===== src/rtl/wbc_hex_scan_pkg.sv =====
// Shared seven-segment definitions: hex table, segment bit positions, and the
// register-file entry type used by the scanner and other display blocks.
package wbc_hex_scan_pkg;

  localparam int SEG_A  = 0;
  localparam int SEG_B  = 1;
  localparam int SEG_C  = 2;
  localparam int SEG_D  = 3;
  localparam int SEG_E  = 4;
  localparam int SEG_F  = 5;
  localparam int SEG_G  = 6;
  localparam int SEG_DP = 7;

  // Logical (active-high) segments that are all dark.
  localparam logic [7:0] SEG_OFF = 8'h00;

  // Index n holds the pattern for nibble n, bit 0 = segment a.
  localparam logic [15:0][7:0] HEX_LUT = {
    8'h71, 8'h79, 8'h5E, 8'h39, 8'h7C, 8'h77, 8'h6F, 8'h7F,
    8'h07, 8'h7D, 8'h6D, 8'h66, 8'h4F, 8'h5B, 8'h06, 8'h3F
  };

  typedef struct packed {
    logic       raw;
    logic [7:0] dat;
  } digit_t;

  // Raw mode with no segments set: the digit stays dark until written.
  localparam digit_t DIGIT_RST = '{raw: 1'b1, dat: 8'h00};

endpackage


===== src/rtl/wbc_hex_scan_if.sv =====
// Host-side bus of the display scanner: write port, scan strobe, brightness
// and blanking controls, plus the registered display drive.
interface wbc_hex_scan_if #(
  parameter int DIGITS   = 3,
  parameter int DIM_BITS = 3
);
  logic                ena_tick;
  logic                wr_stb;
  logic [2:0]          wr_idx;
  logic                wr_raw;
  logic [7:0]          wr_dat;
  logic [DIGITS-1:0]   blank;
  logic [DIM_BITS-1:0] dim;
  logic [7:0]          hex_seg;
  logic [DIGITS-1:0]   hex_sel;

  modport master (
    output ena_tick, wr_stb, wr_idx, wr_raw, wr_dat, blank, dim,
    input  hex_seg, hex_sel
  );

  modport slave (
    input  ena_tick, wr_stb, wr_idx, wr_raw, wr_dat, blank, dim,
    output hex_seg, hex_sel
  );
endinterface


===== src/rtl/wbc_hex_dec.sv =====
// Combinational digit decoder: hex nibble + dp, or raw segments passed through.
// Output is logical (1 = segment lit), polarity is applied by the user.
module wbc_hex_dec
  import wbc_hex_scan_pkg::*;
(
  input  logic [3:0] nib_i,
  input  logic       dp_i,
  input  logic       raw_i,
  input  logic [7:0] dat_i,
  output logic [7:0] seg_o
);
  always_comb begin
    seg_o = SEG_OFF;
    if (raw_i) begin
      seg_o = dat_i;
    end else begin
      seg_o         = HEX_LUT[nib_i];
      seg_o[SEG_DP] = dp_i;
    end
  end
endmodule


===== src/rtl/wbc_hex_scan.sv =====
// Multiplexed seven-segment scanner: per-digit register file, slot scan on
// ena_tick with a one-cycle dark guard, PWM dimming and per-digit blanking.
module wbc_hex_scan
  import wbc_hex_scan_pkg::*;
#(
  parameter int DIGITS   = 3,
  parameter int DIM_BITS = 3,
  parameter bit SEG_ACT  = 1'b0,
  parameter bit SEL_ACT  = 1'b0
) (
  input  logic          clk,
  input  logic          rst_n,
  wbc_hex_scan_if.slave bus
);
  localparam int SLOT_W = (DIGITS > 1) ? $clog2(DIGITS) : 1;

  digit_t [DIGITS-1:0]      regf_q;
  logic [DIGITS-1:0][7:0]   lane_seg;
  logic [SLOT_W-1:0]        slot_q, slot_d;
  logic [DIM_BITS-1:0]      phase_q;
  logic [7:0]               seg_q, seg_d;
  logic [DIGITS-1:0]        sel_q, sel_d;
  logic                     lit;

  for (genvar g = 0; g < DIGITS; g++) begin : g_lane
    wbc_hex_dec u_dec (
      .nib_i (regf_q[g].dat[3:0]),
      .dp_i  (regf_q[g].dat[7]),
      .raw_i (regf_q[g].raw),
      .dat_i (regf_q[g].dat),
      .seg_o (lane_seg[g])
    );
  end

  always_comb begin
    slot_d = slot_q;
    if (bus.ena_tick)
      slot_d = (slot_q == SLOT_W'(DIGITS - 1)) ? '0 : slot_q + SLOT_W'(1);
  end

  assign lit = (phase_q <= bus.dim) && !bus.blank[slot_q];

  // The cycle that registers a slot change drives dark, so the old digit's
  // segments never appear under the new select (and vice versa).
  always_comb begin
    seg_d = SEG_OFF;
    sel_d = '0;
    if (!bus.ena_tick && lit) begin
      seg_d = lane_seg[slot_q];
      sel_d = DIGITS'(1) << slot_q;
    end
    seg_d = seg_d ^ {8{~SEG_ACT}};
    sel_d = sel_d ^ {DIGITS{~SEL_ACT}};
  end

  always_ff @(posedge clk or negedge rst_n) begin
    if (!rst_n) begin
      regf_q  <= {DIGITS{DIGIT_RST}};
      slot_q  <= '0;
      phase_q <= '0;
      seg_q   <= {8{~SEG_ACT}};
      sel_q   <= {DIGITS{~SEL_ACT}};
    end else begin
      for (int i = 0; i < DIGITS; i++)
        if (bus.wr_stb && bus.wr_idx == 3'(i))
          regf_q[i] <= {bus.wr_raw, bus.wr_dat};
      slot_q  <= slot_d;
      phase_q <= phase_q + DIM_BITS'(1);
      seg_q   <= seg_d;
      sel_q   <= sel_d;
    end
  end

  assign bus.hex_seg = seg_q;
  assign bus.hex_sel = sel_q;

endmodule


===== src/flat_wrapper.sv =====
// flat-port wrapper written by rule: the top's interface ports become plain ports
module wbc_hex_scan_flat import wbc_hex_scan_pkg::*;
#(
  parameter int DIGITS   = 3,
  parameter int DIM_BITS = 3,
  parameter bit SEG_ACT  = 1'b0,
  parameter bit SEL_ACT  = 1'b0
)
  (clk, rst_n, bus_ena_tick, bus_wr_stb, bus_wr_idx, bus_wr_raw, bus_wr_dat, bus_blank, bus_dim, bus_hex_seg, bus_hex_sel);
  wbc_hex_scan_if #(.DIGITS(DIGITS), .DIM_BITS(DIM_BITS)) bus_i ();
  input  logic clk;
  input  logic rst_n;
  input wire logic [$bits(bus_i.ena_tick)-1:0] bus_ena_tick;
  input wire logic [$bits(bus_i.wr_stb)-1:0] bus_wr_stb;
  input wire logic [$bits(bus_i.wr_idx)-1:0] bus_wr_idx;
  input wire logic [$bits(bus_i.wr_raw)-1:0] bus_wr_raw;
  input wire logic [$bits(bus_i.wr_dat)-1:0] bus_wr_dat;
  input wire logic [$bits(bus_i.blank)-1:0] bus_blank;
  input wire logic [$bits(bus_i.dim)-1:0] bus_dim;
  output wire logic [$bits(bus_i.hex_seg)-1:0] bus_hex_seg;
  output wire logic [$bits(bus_i.hex_sel)-1:0] bus_hex_sel;
  assign bus_i.ena_tick = bus_ena_tick;
  assign bus_i.wr_stb = bus_wr_stb;
  assign bus_i.wr_idx = bus_wr_idx;
  assign bus_i.wr_raw = bus_wr_raw;
  assign bus_i.wr_dat = bus_wr_dat;
  assign bus_i.blank = bus_blank;
  assign bus_i.dim = bus_dim;
  assign bus_hex_seg = bus_i.hex_seg;
  assign bus_hex_sel = bus_i.hex_sel;
  wbc_hex_scan #(.DIGITS(DIGITS), .DIM_BITS(DIM_BITS), .SEG_ACT(SEG_ACT), .SEL_ACT(SEL_ACT)) u_core (.clk(clk), .rst_n(rst_n), .bus(bus_i));
endmodule

===== config.mk =====
export PLATFORM = sky130hd
export DESIGN_NAME = wbc_hex_scan_flat
export DESIGN_NICKNAME = d
export VERILOG_FILES = /design/src/rtl/wbc_hex_scan_pkg.sv /design/src/rtl/wbc_hex_scan_if.sv /design/src/rtl/wbc_hex_dec.sv /design/src/rtl/wbc_hex_scan.sv /design/src/flat_wrapper.sv
export SDC_FILE = /design/constraint.sdc
export NUM_CORES = 1
export LEC_CHECK = 0
export ABC_AREA = 1
export CAP_MARGIN = 20
export CORE_MARGIN = 2
export CORE_UTILIZATION = 60
export CTS_BUF_LIST = sky130_fd_sc_hd__clkbuf_8
export DETAILED_ROUTE_END_ITERATION = 6
export PLACE_DENSITY_LB_ADDON = 0.12
export SKIP_LAST_GASP = 1
export SLEW_MARGIN = 25
export SYNTH_ARGS = -nofsm -noshare
export SYNTH_HDL_FRONTEND = slang
export SYNTH_SLANG_ARGS = --single-unit

===== constraint.sdc =====
create_clock -name clk -period 2.4 [get_ports clk]
set_input_delay 0.48 -clock clk [delete_from_list [all_inputs] [get_ports clk]]
set_output_delay 0.48 -clock clk [all_outputs]
set_load 0.02 [all_outputs]

==> flow_summary.yaml <==
detailed_routing:
  firstDrtPassIters: 5
  post-route-drc-count: 0
  vias: 2554
  drt_iter0_markers: 171
  wire_per_inst_um: 13.20
  drtAntennaViolNets: 0
  via_per_inst: 5.446
  routed_wl_um: 6192
layout:
  stdcell_count: 469
  area_growth_syn_to_layout_pct: 16.24
  layout-drive-gt1-share_pct: 9.353
  n_antenna_cell: 0
  utilization_pct: 73.04
  nNetsFinal: 460
  n_fill_cell: 351
grt:
  grt_pass1_wl_um: 10870
  grt_overflow: 0
  grt_use_total_pct: 27.19
  grt_pass1_vias: 2353
  antenna_found_initial: 0
  grt_max_degree: 41
yosys:
  ys_warn_count: 0
  ys_seq_area_share_pct: 39.42
  synth.avg_cell_area_sq_um: 7.186
  netlist_instances: 386
  synthAdderAreaFrac_pct: 9.923
  synth-compound-area-share_pct: 12.67
  muxShareOfSynthArea_pct: 0
  syn_nets: 430
  ys_ff_latch: 43
  yosysUniqueCellTypes: 22
  synthXorXnorAreaFrac_pct: 0.3157
  synth_top_family_by_area: "simple AND/OR/NAND/NOR gates"
  synth_area_sq_mm: 0.002774
  yosys.area_share.simple_pct: 28.73
timing:
  worst_pin_slew_ns: 0.8250
  worst_slack_ns: 0.4957
  fmax_mhz: 525.1
  finalCritPeriodShare_pct: 79.35
  setup_tns_ns: 0
  maxSlewHeadroom_pct: 45.00
  finClkSkew_ns: 0.007449
  drv_slew: 0
  min_period_ns: 1.904
  rsz0062_at_grt: "false"
  hold_viol: 0
  setup_violations: 0
cts:
  cts_tree: "done"
  cts-buffers-inserted: 5
  cts_setup_buffers: 0
  clk_pin_slew_worst_paths_ns: 0.09
  cts_buffer_depth: 2
  ctsHoldBuffers: 0
  clk_latency_ns: 0.30
  root_buffer: "clkbuf_8"
  cts-resized-gates: 0
  cts_max_level: 2
  numClockSinks: 43
placement:
  dp_hpwl_um: 4606
  pre_cts_slack_ns: 0.3776
  port_buffers: 32
  dpl.cell_count: 461
  gp_congestion: 0.9124
worst_setup_path:
  worstPathRequired_ns: 1.92
  slowest_delay_ns: 0.60
  worstPathMaxFanout: 1
  crit_type: "reg2out"
  critPathTopFamily: "buffers and inverters"
  cp_slowest_cell: "clkdlybuf4s50_1"
  end_kind: "output port"
  setup.worst_path.start_class: "register"
  cp_cell_sequence: "clkdlybuf4s50_1"
  crit_buf_inv: 1
  crit_arrival_ns: 1.42
floorplan:
  ioPinCount: 33
  fp.dieArea_sq_mm: 0.005183
  num_rows: 24
  core_sq_mm: 0.004414
  die_h_um: 72.00
  initial_core_util_pct: 62.84
  die_w_um: 72.00
min_path:
  hold_path_class: "in2async"
status:
  status: "finished clean"
job:
  cap_violations: 0
power:
  peakVddDrop_mv: 0.4126
  p_leak_nw: 1.640
  power.total_mw: 2.722
  cellPowerDensity_mw_per_mm2: 844.3
==> cell usage after synthesis <==
master	instances	area, sq um
nand3_1	28	140.1
clkinv_1	1	3.750
nand2_1	131	491.7
clkbuf_1	3	11.26
buf_4	1	7.510
o21ai_1	1	5.000
nor2_1	23	86.33
a21oi_1	14	70.07
dfstp_2	14	367.9
ha_1	22	275.3
nand2_2	1	6.260
o211ai_1	2	15.01
a22oi_1	1	7.510
o21ai_0	49	245.2
xor2_1	1	8.760
dfrtp_1	29	725.7
nor2_4	2	22.52
o2111ai_1	1	8.760
buf_2	9	45.04
inv_1	44	165.2
inv_2	4	15.01
nand3_2	5	50.05
==> per-layer routing <==
metal	part of all wire, %	global-route usage [%]	vias up
met5	0	0	-
met4	1.1	6.918	0
met3	5.6	3.472	7
met2	49	45.27	83
met1	44	38.07	1187
li1	-	-	1277
==> registers in the layout (all words and copies together) (netlist names) <==
name and flops:
u_core.phase_q 3, u_core.regf_q 27, u_core.slot_q 2, u_core.bus.hex_seg 8, u_core.bus.hex_sel 3
==> power by group <==
group	internal [mW]	switching [mW]
registers	0.916	0.157
clock network	0.262	0.251
logic	0.444	0.693
total	1.62	1.10
==> cell families (layout without fill, tap and decap cells) <==
family	after synthesis	in the layout
DFF	43	43
AOI/OAI and AO/OA	68	68
xor gates and xnor gates	1	1
adders and majority gates	22	22
and+or+nand+nor	190	190
buffers and inverters	62	93
==> layout make-up <==
class	count	area, sq um	share of cell area, %
clock inverter	1	7.507	0.2328
multi-input combinational	281	1433	44.43
clock buffer	7	96.34	2.988
sequential	43	1094	33.92
tap	52	65.06	2.018
inverter	49	183.9	5.704
timing repair buffer	36	345.3	10.71
==> placed cells by master (no fill, tap or decap) <==
cell / count
dfstp_2: 14
o2111ai_1: 1
nor2_1: 23
inv_2: 4
nand3_1: 28
o21ai_0: 49
dfrtp_1: 29
clkbuf_8: 7
nand2_2: 1
buf_2: 1
nor2_4: 2
buf_4: 4
inv_1: 44
xor2_1: 1
o211ai_1: 2
a22oi_1: 1
nand2_1: 131
nand3_2: 5
clkinvlp_4: 1
clkinv_1: 1
clkdlybuf4s50_1: 31
o21ai_1: 1
ha_1: 22
a21oi_1: 14
==> through the flow <==
stage / cell area [sq um] / hold WS (ns)
final: 3224 / 0.2760
after floorplan: 2774 / 0.1844
after global routing: 3224 / 0.3808
after CTS: 3224 / 0.3232
after global placement: 3120 / 0.4367
after detailed placement: 3120 / 0.4451
==> worst paths after layout <==
check | from | endpoint | slack (ns) | cells past startpoint
setup / recovery | u_core.bus.hex_sel[2] | bus_hex_sel[2] | 0.50 | 1
hold / removal | rst_n | u_core.regf_q[21] | 0.28 | 1
setup reg to reg | u_core.regf_q[10] | u_core.bus.hex_seg[2] | 0.85 | 7
hold reg to reg | u_core.phase_q[0] | u_core.phase_q[0] | 0.45 | 1
max in group asynchronous | rst_n | u_core.bus.hex_seg[0] | 1.48 | 2
min in group clk | u_core.phase_q[0] | u_core.phase_q[0] | 0.45 | 1
Note: power is estimated with default switching activity, not from simulation.
